==> config.mk <==
export PLATFORM = sky130hd
export DESIGN_NAME = product_accumulator
export DESIGN_NICKNAME = d
export VERILOG_FILES = /design/src/rtl/product_accumulator.sv
export SDC_FILE = /design/constraint.sdc
export NUM_CORES = 1
export LEC_CHECK = 0
export ABC_AREA = 1
export CAP_MARGIN = 20
export CORE_MARGIN = 2
export CORE_UTILIZATION = 51
export CTS_BUF_LIST = sky130_fd_sc_hd__clkbuf_8
export CTS_CLUSTER_SIZE = 40
export DETAILED_ROUTE_END_ITERATION = 16
export PLACE_DENSITY = 0.82
export REMOVE_ABC_BUFFERS = 1
export SKIP_LAST_GASP = 1
export SYNTH_ARGS = -nofsm -noshare
export SYNTH_HDL_FRONTEND = slang
export SYNTH_SLANG_ARGS = --single-unit
==> constraint.sdc <==
create_clock -name i_clk -period 1.85 [get_ports i_clk]
set_input_delay 0.37 -clock i_clk [delete_from_list [all_inputs] [get_ports i_clk]]
set_output_delay 0.37 -clock i_clk [all_outputs]
set_load 0.03 [all_outputs]
==> src/rtl/product_accumulator.sv <==
// rtl/product_accumulator.sv - sums a frame of products and drains the result byte-serially, LSB first.
// Optional clamp-on-overflow build: define PRODUCT_ACCUMULATOR_SAT_EN.
module product_accumulator #(
    parameter int DATA_W = 16,
    parameter int ACC_W  = 16,
    parameter int CNT_W  = 8
) (
    input  logic              i_clk,
    input  logic              i_rst_n,
    input  logic              i_start,
    input  logic [CNT_W-1:0]  i_len,
    input  logic [DATA_W-1:0] i_in_data,
    input  logic              i_in_valid,
    output logic              o_in_ready,
    output logic [7:0]        o_out_data,
    output logic              o_out_valid,
    input  logic              i_out_ready,
    output logic              o_out_last,
    output logic              o_ovf,
    output logic              o_busy
);

    localparam int NB    = ACC_W / 8;
    localparam int IDX_W = (NB > 1) ? $clog2(NB) : 1;
    localparam logic [IDX_W-1:0] LAST_IDX = IDX_W'(NB - 1);

    typedef enum logic [1:0] {
        IDLE  = 2'd0,
        ACCUM = 2'd1,
        DRAIN = 2'd2
    } state_t;

    state_t            r_state;
    state_t            w_next;
    logic [ACC_W-1:0]  r_acc;
    logic [CNT_W-1:0]  r_rem;
    logic [IDX_W-1:0]  r_idx;
    logic              r_ovf;

    logic [ACC_W:0]    w_sum;
    logic              w_carry;
    logic [ACC_W-1:0]  w_shift;
    logic              w_last;

    assign w_sum   = {1'b0, r_acc} + {1'b0, ACC_W'(i_in_data)};
    assign w_carry = w_sum[ACC_W];
    assign w_shift = r_acc >> {r_idx, 3'b000};
    assign w_last  = (r_idx == LAST_IDX);

    // Every output is decoded from registered state only.
    assign o_in_ready  = (r_state == ACCUM);
    assign o_out_valid = (r_state == DRAIN);
    assign o_out_data  = (r_state == DRAIN) ? w_shift[7:0] : 8'h00;
    assign o_out_last  = (r_state == DRAIN) && w_last;
    assign o_ovf       = r_ovf;
    assign o_busy      = (r_state != IDLE);

    always_ff @(posedge i_clk or negedge i_rst_n) begin
        if (!i_rst_n) begin
            r_state <= IDLE;
        end else begin
            r_state <= w_next;
        end
    end

    always_comb begin
        w_next = r_state;
        case (r_state)
            IDLE: begin
                if (i_start) begin
                    w_next = (i_len != '0) ? ACCUM : DRAIN;
                end
            end
            ACCUM: begin
                if (i_in_valid && (r_rem == CNT_W'(1))) begin
                    w_next = DRAIN;
                end
            end
            DRAIN: begin
                if (i_out_ready && w_last) begin
                    w_next = IDLE;
                end
            end
            default: w_next = IDLE;
        endcase
    end

    always_ff @(posedge i_clk or negedge i_rst_n) begin
        if (!i_rst_n) begin
            r_acc <= '0;
            r_rem <= '0;
            r_idx <= '0;
            r_ovf <= 1'b0;
        end else begin
            case (r_state)
                IDLE: begin
                    if (i_start) begin
                        r_acc <= '0;
                        r_rem <= i_len;
                        r_idx <= '0;
                        r_ovf <= 1'b0;
                    end
                end
                ACCUM: begin
                    if (i_in_valid) begin
                        r_rem <= r_rem - 1'b1;
`ifdef PRODUCT_ACCUMULATOR_SAT_EN
                        // Once clamped, the sum is frozen for the rest of the frame.
                        if (!r_ovf) begin
                            r_acc <= w_carry ? '1 : w_sum[ACC_W-1:0];
                        end
`else
                        r_acc <= w_sum[ACC_W-1:0];
`endif
                        if (w_carry) begin
                            r_ovf <= 1'b1;
                        end
                    end
                end
                DRAIN: begin
                    if (i_out_ready) begin
                        r_idx <= w_last ? '0 : r_idx + 1'b1;
                    end
                end
                default: ;
            endcase
        end
    end

endmodule

# Word-level counts from Yosys, hierarchy flattened
# Index checks and enable logic that the tools add are counted.
# op_classes
add_sub_neg	3
eq_ne	9
n_shift	1
muxes	19
n_reduce_logical	12
# op_table
cell	n
two-way mux 16 bit	2
case mux 16 bit (2 select lines)	1
two-way mux 8 bit	3
adder 16 x 16 -> 17 bit	1
case mux 8 bit (2 select lines)	1
right shift 16 x 4 -> 8 bit	1
AND reduction 3 bit	3
equality test 8 x 1 -> 1 bit, second input constant	1
two-way mux 2 bit	4
!= test 2 x 1 -> 1 bit, second input constant	4
nonzero test 8 bit	1
subtractor 8 x 1 -> 8 bit, second input constant	1
case mux 2 bit (3 select lines)	1
nonzero test 2 bit	3
two-way mux 1 bit	5
!= test 2 bit, second input constant	2
case mux 1 bit (2 select lines)	2
AND reduction 4 bit	1
logical AND 1 bit	3
equality test 2 x 1 -> 1 bit, second input constant	1
equality test 2 bit, second input constant	1
logical NOT 2 bit	1
adder 1 bit, second input constant	1
# totals
register_bits	28
inputBits	29
output_inout_bits	13
elab_cells	49

# Depth between registers and ports, before layout
# depth
ltp_word	4
ltp_mapped	12
mapped_depth_nobuf	12

# Worst setup path before layout
# No wires, ideal clock.
# synth_timing
path_type	register -> output
start	register r_state[0]
end	output o_out_data[0]
arrival_time_ns	1.684
required_ns	1.480
slack_ns	-0.204
path_stages_with_launch	6
n_path_buf	0
path_cell_list	dfrtp_1 -> inv_2 -> nand2_1 -> inv_1 -> nand2_1 -> o21ai_0
# synth_via
elab_chain_len	2
# synth_rtl
item	line	text
start, declared	33	state_t r_state;
start signal, assigned	62	r_state <= w_next;
equality test 2 bit	--	
via o_out_valid	16	output logic o_out_valid,
two-way mux 8 bit	53	assign o_out_data = (r_state == DRAIN) ? w_shift[7:0] : 8'h00;
end, declared	15	output logic [7:0] o_out_data,
# The timed path passes the listed nets, and every way through them passes these cells.

# Worst setup path in the final report
# layout_timing
start	register r_state[0]
end	output o_out_data[1]
# layout_via
elab_chain_len	2
# layout_rtl
item	line
equality test 2 bit	53
two-way mux 8 bit	53
# No other way between the ends.

==> results.json <==
{
  "crit_fanout": 9,
  "die_w_um": 72.78,
  "setup-violations-final": 0,
  "num_vias": 2648,
  "status": "completed",
  "synth_cells": 380,
  "maxCapViolations": 0,
  "ys.flop_type": "dfrtp_1",
  "drc": 0,
  "final_area_um2": 3186,
  "fin_crit_sh": 0.9998,
  "synth.avg_cell_area_um2": 6.348,
  "initial_core_util": 0.5211,
  "hp-class": "in2async",
  "r2r_start": "r_acc[0]",
  "numCtsBuffers": 3,
  "power_uw": 4482,
  "vdd_drop_max_uv": 875.6,
  "fin_cells": 498,
  "rsz0062_at_grt": "yes",
  "ys_warn_count": 0,
  "ys_seq_area_frac": 0.2905,
  "die-area_um2": 5296,
  "reg2reg_to": "o_ovf",
  "clk_pin_slew_ps": 110,
  "wl_met3_um": 322,
  "synth_edf_count": 0,
  "p_leak_uw": 0.001725,
  "postRouteAntennaNets": 0,
  "fp.dieH_um": 72.78,
  "ctsRootBufferMaster": "clkbuf_8",
  "gp_congestion": 0.9240,
  "finalCriticalPeriod_ps": 1850,
  "maxSlewViolCount": 0,
  "skew_ps": 9.286,
  "antenna_cells": 0,
  "grt_max_degree": 29,
  "holdWs_ps": 458.4,
  "final_nets": 493,
  "path_class": "reg2out",
  "rows": 25,
  "synth_top_cell_area_share": 0.2905,
  "post-place-cells": 493,
  "rr_worst_depth": 12,
  "drt-met1-wl_um": 2816,
  "gr-total-overflow": 0,
  "fin_util": 0.6881,
  "fill_cells": 409,
  "power_density_nw_per_um2": 1407,
  "yosysTopAreaCell": "dfrtp_1",
  "cts_hold_buf": 0,
  "first_global_vias": 2537,
  "placed_area_um2": 3012,
  "design.core.area_um2": 4629,
  "grt_pass1_wl_um": 10550,
  "reg2reg_slack_ps": 140,
  "hold_viol": 0,
  "ys_async_sr_fraction": 1.000,
  "drive_gt1_frac": 0.1441,
  "io_pins": 42,
  "hpwl_um": 4988,
  "start_kind": "register",
  "drtIter0Drc": 112,
  "port_buffers": 41,
  "yosys-top-cells-area": "dfrtp_1 29%, nand2_1 20%, inv_1 11%",
  "arrival_ps": 1480,
  "synth_cell_types": 30,
  "htree_levels": 1,
  "highest_layer": "met4",
  "clk_latency_ps": 290,
  "cts_tree": "built",
  "tightest_slew_ps": 403.3,
  "crit_required_ps": 1480,
  "ys_seq_elements": 28,
  "fmax_mhz": 540.6,
  "end_kind": "output port",
  "vias_per_cell": 5.317,
  "wl_met2_um": 3333,
  "yosysMostFrequentCell": "nand2_1",
  "firstDrtPassIters": 4,
  "netlist_top_cells_count": "130 x nand2_1, 69 x inv_1, 30 x o21ai_0",
  "track_usage": 0.2530,
  "cts_buffer_depth": 2,
  "antenna_found_initial": 0,
  "area_growth_pct": 32.05,
  "cts_sinks": 28,
  "slew_headroom": 0.7312,
  "syn_area_um2": 2412,
  "wirelength_um": 6629,
  "wl_per_cell_um": 13.31
}
state kept, by name (all words and copies together), names as in the netlist:
name,cells
r_rem,8
r_idx,1
o_ovf,1
r_acc,16
r_state,2
per-layer routing:
| layer | track usage | vias to the layer above |
|---|---|---|
| met5 | 0 | - |
| met3 | 0.01796 | 16 |
| met1 | 0.2974 | 1199 |
| met4 | 0.1111 | 0 |
| li1 | - | 1337 |
| met2 | 0.4677 | 96 |
final cells by class:
cell class / instances / area [um2] / share of cell area
clock buffer: 4 / 55.05 / 0.01728
multi-input combinational: 277 / 1514 / 0.4753
inverter: 71 / 266.5 / 0.08366
timing repair buffer: 64 / 581.8 / 0.1826
sequential: 28 / 700.7 / 0.2200
tap: 54 / 67.56 / 0.02121
logic make-up (layout without fill, tap and decap cells):
| group | count (synthesis) | in the layout | synth area share |
|---|---|---|---|
| and+or+nand+nor | 197 | 197 | 0.3465 |
| buffers and inverters | 75 | 139 | 0.1234 |
| AOI/OAI and AO/OA | 59 | 59 | 0.1307 |
| DFF | 28 | 28 | 0.2905 |
| adders and majority gates | 19 | 19 | 0.1017 |
| xor gates and xnor gates | 2 | 2 | 0.007263 |
worst max-delay path: stages (launching register included):
cell and delay [ps]:
dfrtp_1 400, inv_2 110, nand2_4 80, nor2_4 130, buf_12 130, nand2_1 70, o21ai_0 80, buf_4 190
how the worst max path moves through the flow:
stage                             from            end  cells after the start
after floorplan             r_state[0]  o_out_data[0]                      5
after global placement    i_in_data[0]          o_ovf                     13
after detailed placement  i_in_data[0]          o_ovf                     13
after CTS                   r_state[0]  o_out_data[2]                      7
after global routing        r_state[0]  o_out_data[1]                      7
final                       r_state[0]  o_out_data[1]                      7
timing repair:
action	in CTS	in global routing
hold endpoints to repair	0	0
endpoints found under the setup margin	12	19
setup buffers	0	1
gates resized for setup	11	24
pin swaps	0	7
placed cells by master, fill, tap and decap left out, types with 2 or more instances in the layout:
| cell | instances |
|---|---|
| a21oi_1 | 17 |
| buf_4 | 29 |
| buf_6 | 3 |
| clkbuf_8 | 4 |
| clkdlybuf4s50_1 | 28 |
| dfrtp_1 | 28 |
| dlygate4sd2_1 | 2 |
| ha_1 | 14 |
| ha_4 | 3 |
| inv_1 | 66 |
| inv_2 | 5 |
| nand2_1 | 123 |
| nand2_2 | 5 |
| nand2_4 | 4 |
| nand3_1 | 24 |
| nand3_2 | 2 |
| nand3b_1 | 3 |
| nand4_1 | 3 |
| nor2_1 | 21 |
| nor2_4 | 2 |
| nor3_1 | 5 |
| nor4_1 | 2 |
| o211ai_1 | 3 |
| o21ai_0 | 25 |
| o21ai_1 | 3 |
| o21ai_2 | 3 |
| o22ai_1 | 4 |
| xnor2_1 | 2 |
power breakdown:
group | internal (uW) | switching (uW) | total, uW | leakage, uW
Sequential | 874 | 210 | 1080 | 0.000355
Combinational | 1170 | 1810 | 2980 | 0.00134
Clock | 192 | 225 | 417 | 0.0000288
through the flow:
stage	setup slack [ps]	TNS (ps)
3_3_place_gp	-307.2	-2470
4_1_cts	-53.78	-268.2
2_1_floorplan	-204.2	-1633
3_5_place_dp	-340.4	-3233
6_report	0.3723	0
5_1_grt	-59.40	-315.4
Power figures use the tool's default switching activity.
